$ cat src/rtl/calc_pkg.sv
// Shared constants for calc_port_responder: command codes, response codes and FSM state encoding.
`timescale 1ns/1ps
package calc_pkg;

   localparam logic [3:0] CMD_NOP = 4'd0;
   localparam logic [3:0] CMD_ADD = 4'd1;
   localparam logic [3:0] CMD_SUB = 4'd2;
   localparam logic [3:0] CMD_SHL = 4'd5;
   localparam logic [3:0] CMD_SHR = 4'd6;

   localparam logic [1:0] RESP_NONE = 2'd0;
   localparam logic [1:0] RESP_OK   = 2'd1;
   localparam logic [1:0] RESP_ERR  = 2'd2;

   localparam logic [1:0] ST_IDLE  = 2'd0;
   localparam logic [1:0] ST_OPND2 = 2'd1;
   localparam logic [1:0] ST_EXEC  = 2'd2;
   localparam logic [1:0] ST_RESP  = 2'd3;

endpackage

$ cat src/rtl/calc_resp_alu.sv
// Combinational result/response generator for calc_port_responder.
// Shift commands exist only when CALC_RESP_SHIFT_EN is defined; otherwise they fall into the invalid path.
`timescale 1ns/1ps
module calc_resp_alu
   import calc_pkg::*;
(
   input  logic [0:3]  cmd,
   input  logic [0:31] op1,
   input  logic [0:31] op2,
   output logic [0:1]  resp,
   output logic [0:31] data
);

   logic [32:0] sum;

   always_comb begin
      sum  = {1'b0, op1} + {1'b0, op2};
      resp = RESP_ERR;
      data = '0;
      case (cmd)
         CMD_ADD: begin
            if (!sum[32]) begin
               resp = RESP_OK;
               data = sum[31:0];
            end
         end
         CMD_SUB: begin
            if (op2 <= op1) begin
               resp = RESP_OK;
               data = op1 - op2;
            end
         end
`ifdef CALC_RESP_SHIFT_EN
         // op2[27:31] are the five least-significant bits of the big-endian operand
         CMD_SHL: begin
            resp = RESP_OK;
            data = op1 << op2[27:31];
         end
         CMD_SHR: begin
            resp = RESP_OK;
            data = op1 >> op2[27:31];
         end
`endif
         default: begin
            resp = RESP_ERR;
            data = '0;
         end
      endcase
   end

endmodule

$ cat src/rtl/calc_port_responder.sv
// Two-beat command port: command+operand1, then operand2, then a fixed-latency one-cycle response.
// Optional shift support is enabled by defining CALC_RESP_SHIFT_EN (see calc_resp_alu).
`timescale 1ns/1ps
module calc_port_responder
   import calc_pkg::*;
#(
   parameter int unsigned LATENCY = 3
)
(
   input  logic        c_clk,
   input  logic        reset,
   input  logic [0:3]  req_cmd_in,
   input  logic [0:31] req_data_in,
   output logic [0:1]  out_resp,
   output logic [0:31] out_data,
   output logic        busy
);

   localparam logic [3:0] LAT_LAST = 4'(LATENCY - 1);

   logic [1:0]  state_q, state_d;
   logic [3:0]  cnt_q, cnt_d;
   logic [0:3]  cmd_q, cmd_d;
   logic [0:31] op1_q, op1_d;
   logic [0:31] op2_q, op2_d;
   logic [0:1]  alu_resp;
   logic [0:31] alu_data;

   always_comb begin
      state_d = state_q;
      cnt_d   = cnt_q;
      cmd_d   = cmd_q;
      op1_d   = op1_q;
      op2_d   = op2_q;
      case (state_q)
         ST_IDLE: begin
            if (req_cmd_in != CMD_NOP) begin
               cmd_d   = req_cmd_in;
               op1_d   = req_data_in;
               state_d = ST_OPND2;
            end
         end
         ST_OPND2: begin
            op2_d   = req_data_in;
            cnt_d   = 4'd1;
            // EXEC occupies LATENCY-1 cycles, so LATENCY=1 skips it entirely
            state_d = (LATENCY == 1) ? ST_RESP : ST_EXEC;
         end
         ST_EXEC: begin
            if (cnt_q == LAT_LAST) state_d = ST_RESP;
            else                   cnt_d   = cnt_q + 4'd1;
         end
         ST_RESP: begin
            cnt_d   = '0;
            state_d = ST_IDLE;
         end
         default: state_d = ST_IDLE;
      endcase
   end

   always_ff @(posedge c_clk or posedge reset) begin
      if (reset) begin
         state_q <= ST_IDLE;
         cnt_q   <= '0;
         cmd_q   <= '0;
         op1_q   <= '0;
         op2_q   <= '0;
      end else begin
         state_q <= state_d;
         cnt_q   <= cnt_d;
         cmd_q   <= cmd_d;
         op1_q   <= op1_d;
         op2_q   <= op2_d;
      end
   end

   calc_resp_alu u_alu (
      .cmd  (cmd_q),
      .op1  (op1_q),
      .op2  (op2_q),
      .resp (alu_resp),
      .data (alu_data)
   );

   // Outputs decode from the reset-cleared state, so asserting reset silences them at once
   assign busy     = (state_q != ST_IDLE);
   assign out_resp = (state_q == ST_RESP) ? alu_resp : RESP_NONE;
   assign out_data = (state_q == ST_RESP) ? alu_data : '0;

endmodule

$ cat config.mk
export PLATFORM = sky130hd
export DESIGN_NAME = calc_port_responder
export DESIGN_NICKNAME = d
export VERILOG_FILES = /design/src/rtl/calc_pkg.sv /design/src/rtl/calc_resp_alu.sv /design/src/rtl/calc_port_responder.sv
export SDC_FILE = /design/constraint.sdc
export NUM_CORES = 1
export LEC_CHECK = 0
export CAP_MARGIN = 10
export CORE_ASPECT_RATIO = 0.7
export CORE_MARGIN = 1
export CORE_UTILIZATION = 33
export DETAILED_ROUTE_END_ITERATION = 7
export DONT_BUFFER_PORTS = 1
export PLACE_DENSITY = 0.55
export SLEW_MARGIN = 20
export SYNTH_ARGS = -nofsm -noshare
export SYNTH_HDL_FRONTEND = slang
export SYNTH_SLANG_ARGS = --single-unit
$ cat constraint.sdc
create_clock -name c_clk -period 5.3 [get_ports c_clk]
set_input_delay 1.06 -clock c_clk [delete_from_list [all_inputs] [get_ports c_clk]]
set_output_delay 1.06 -clock c_clk [all_outputs]
set_load 0.02 [all_outputs]
==> results.sh, run 1 <==
export IMPL_io_pins=73
export IMPL_h_tree_depth=3
export IMPL_clock_root_buffer="clkbuf_16"
export IMPL_antenna_found_initial=0
export IMPL_crit_start="op1_q[31]"
export IMPL_rsz0062_at_grt="false"
export IMPL_crit_buf_inv=3
export IMPL_fmax_ghz=0.196
export IMPL_setup_viol=0
export IMPL_nets=943
export IMPL_crit_type="reg2out"
export IMPL_netlist_cell_type_count=83
export IMPL_grt_pass1_vias=6089
export IMPL_required_ps=4240
export IMPL_yosysWarnings=0
export IMPL_critPathTopFamily="compound AO/OA/AOI/OAI gates"
export IMPL_max_stage_delay_ps=430
export IMPL_ys_ff_latch=74
export IMPL_cts_tree="built"
export IMPL_fp_row_count=44
export IMPL_cpMostUsedCell="buf_4"
export IMPL_fin_worst_skew_ps=6.82
export IMPL_start_util_pct=33.7
export IMPL_layout_min_cycle_time_ps=5090
export IMPL_io_buffer_count=0
export IMPL_synth_seq_area_share_pct=26.4
export IMPL_wl_um=21800
export IMPL_cts_sinks=74
export IMPL_grt_max_degree=39
export IMPL_clk_pin_slew_worst_paths_ps=60
export IMPL_num_vias=6520
export IMPL_synth_area_um2=7020
export IMPL_gr_total_overflow=0
export IMPL_clock_path_buffers=2
export IMPL_die_h_um=124
export IMPL_cts_buffers=9
export IMPL_syn_to_final_growth_pct=9.84
export IMPL_hold_class="reg2reg"
export IMPL_startpoint_type="flop"
export IMPL_path_cells="inv_1 -> ha_1 -> fa_1 -> nor2b_1 -> o21ba_2 -> o21ai_0 -> a21o_1 -> a21oi_1 -> o21ai_4 -> buf_4 -> o221a_2 -> a211oi_1 -> buf_4"
export IMPL_worst_path_stages=13
export IMPL_wl_per_cell_um=19.5
export IMPL_synthCells=841
export IMPL_detail_route_antenna_nets=0
export IMPL_syn_nets=951
export IMPL_fin_crit_sh_pct=96.1
export IMPL_yosysMostFrequentCell="dfrtp_1"
export IMPL_r2r_start="state_q[1]"
export IMPL_core_area_um2=20800
export IMPL_maxSlewHeadroom_pct=53.3
export IMPL_synth_edf_count=0
export IMPL_crit_path_end="out_data[25]"
export IMPL_die_x_um=176
export IMPL_dieArea_um2=21900
export IMPL_cp_slowest_cell="fa_1"
export IMPL_synth_top_cell_area_share_pct=26.4
export IMPL_rr_worst_depth=6
export IMPL_crit_arrival_ps=4030
export IMPL_status="complete, no violations"
export IMPL_drive_gt1_share_pct=14.6
export IMPL_clk_latency_ps=360
export IMPL_async_flop_share_pct=100
export IMPL_endpoint_kind="output pin"
export IMPL_synth_commonest_cells="dfrtp_1 (74), nand2_1 (73), ha_1 (70), inv_1 (66), a21oi_1 (63)"
export IMPL_finalSetupTns_ps=0
export IMPL_maxCapViolCount=0
export IMPL_reg2reg_slack_ps=3270
export IMPL_yosysTopAreaCell="dfrtp_1"
export IMPL_r2r_end="cnt_q[0]"
export IMPL_grt_pass1_wl_um=34700
export IMPL_drc=0
export IMPL_gp_congestion=0.921
export IMPL_finalHoldViolations=0
export IMPL_viasPerCell=5.85
export IMPL_drv_slew=0
export IMPL_dr_pass1_iters=5
export IMPL_grt_usage_pct=20.6
export IMPL_syn_area_per_cell_um2=8.34
export IMPL_yosys_top_cells_area="dfrtp_1 (26%), ha_1 (12%), mux2_2 (5.3%)"
export IMPL_dpl_hpwl_um=16800
export IMPL_worst_pin_slew_ps=701
export IMPL_synthFlopType="dfrtp_1"
export IMPL_critPathMaxFanout=19
export IMPL_num_antenna_cells=0
export IMPL_drt_iter0_drc=611
## routing by layer
layer / global-route usage [%] / up-vias / wire, um
li1: - / 3083 / -
met5: 0 / - / 0
met1: 31.9 / 3168 / 11100
met2: 27.4 / 254 / 8410
met3: 5.89 / 15 / 2060
met4: 4.29 / 0 / 206
## stage by stage
stage / cell area [um^2] / std cells / setup WS [ps] / utilization (%) / hold slack [ps]
final: 7710 / 1114 / 206 / 37.0 / 486
after global routing: 7710 / 1114 / 54.2 / 37.0 / 526
after global placement: 7360 / 1097 / 671 / 35.4 / 463
after CTS: 7660 / 1113 / 189 / 36.8 / 484
after floorplan: 7020 / 841 / 1210 / - / 446
after detailed placement: 7360 / 1097 / 595 / 35.4 / 468
## worst register-to-register path, cell delays in order (launching register included)
cell and delay, ps:
dfrtp_1 400, inv_1 100, ha_2 530, buf_4 440, nor2b_1 190, nor3_1 50, a311oi_1 230
## sequential cells by signal, summed over array words and instances, names as in the netlist
name and cells:
op1_q 32, op2_q 32, cmd_q 4, cnt_q 4
state_q 2
## cells in the final DEF, fill, tap and decap left out, drive strengths merged, types with 4 or more instances in the layout
cell type	netlist	final
a211oi	20	20
a21o	17	17
a21oi	65	65
a221oi	22	22
a2bb2oi	5	5
a31oi	5	5
buf	17	35
clkbuf	37	9
clkinv	1	4
dfrtp	74	74
ha	70	70
inv	68	69
mux2	33	33
nand2	74	74
nand2b	8	8
nand3	8	8
nand4	8	8
nor2	63	63
nor2b	13	13
nor3	29	29
nor4	12	12
o211ai	4	4
o21a	4	4
o21ai	58	58
o21bai	18	18
o221a	17	17
o22a	4	4
o31ai	14	14
or2	4	4
or3	5	5
## area by class of cell
cell class / instances / area [um^2]
Sequential cell: 74 / 1850
Inverter: 69 / 260
Multi-Input combinational cell: 644 / 4670
Clock inverter: 7 / 76.3
Timing Repair Buffer: 35 / 283
Clock buffer: 9 / 225
Fill cell: 2210 / 13100
Tap cell: 276 / 345
## how the worst min path moves through the flow
stage | startpoint | to | slack (ps) | cells past startpoint
6_report | cmd_q[0] | cmd_q[0] | 490 | 2
5_1_grt | cmd_q[0] | cmd_q[0] | 530 | 2
4_1_cts | cmd_q[0] | cmd_q[0] | 480 | 2
3_5_place_dp | cmd_q[0] | cmd_q[0] | 470 | 2
3_3_place_gp | cmd_q[0] | cmd_q[0] | 460 | 2
2_1_floorplan | cmd_q[0] | cmd_q[0] | 450 | 2
## logic make-up (layout without fill, tap and decap cells)
logic type | count (synthesis) | count (layout) | synth area share (%)
muxes | 36 | 36 | 5.72
DFF | 74 | 74 | 26.4
xor gates and xnor gates | 5 | 5 | 0.624
AOI/OAI and AO/OA | 292 | 292 | 30.3
and+or+nand+nor | 239 | 239 | 16.3
adders and majority gates | 72 | 72 | 13.1
buffers and inverters | 123 | 120 | 7.56
## what timing repair did
action	4_1_cts	5_1_grt
buffers inserted	0	0
endpoints found under the setup margin	0	3
hold buffers	0	0
gates resized for setup	0	4
Power of run 1 is not shown: default switching activity piles up to over one toggle a cycle in this logic, so the estimate is an artifact.
==> run 2: changes to the inputs <==
- CAP_MARGIN: 10 -> unset
- SKIP_CTS_REPAIR_TIMING: unset -> 1
==> results of run 2 <==
Same layout as run 1: the final DEF is identical, and so are final timing and power.
Power of run 2 is left out for the same reason.
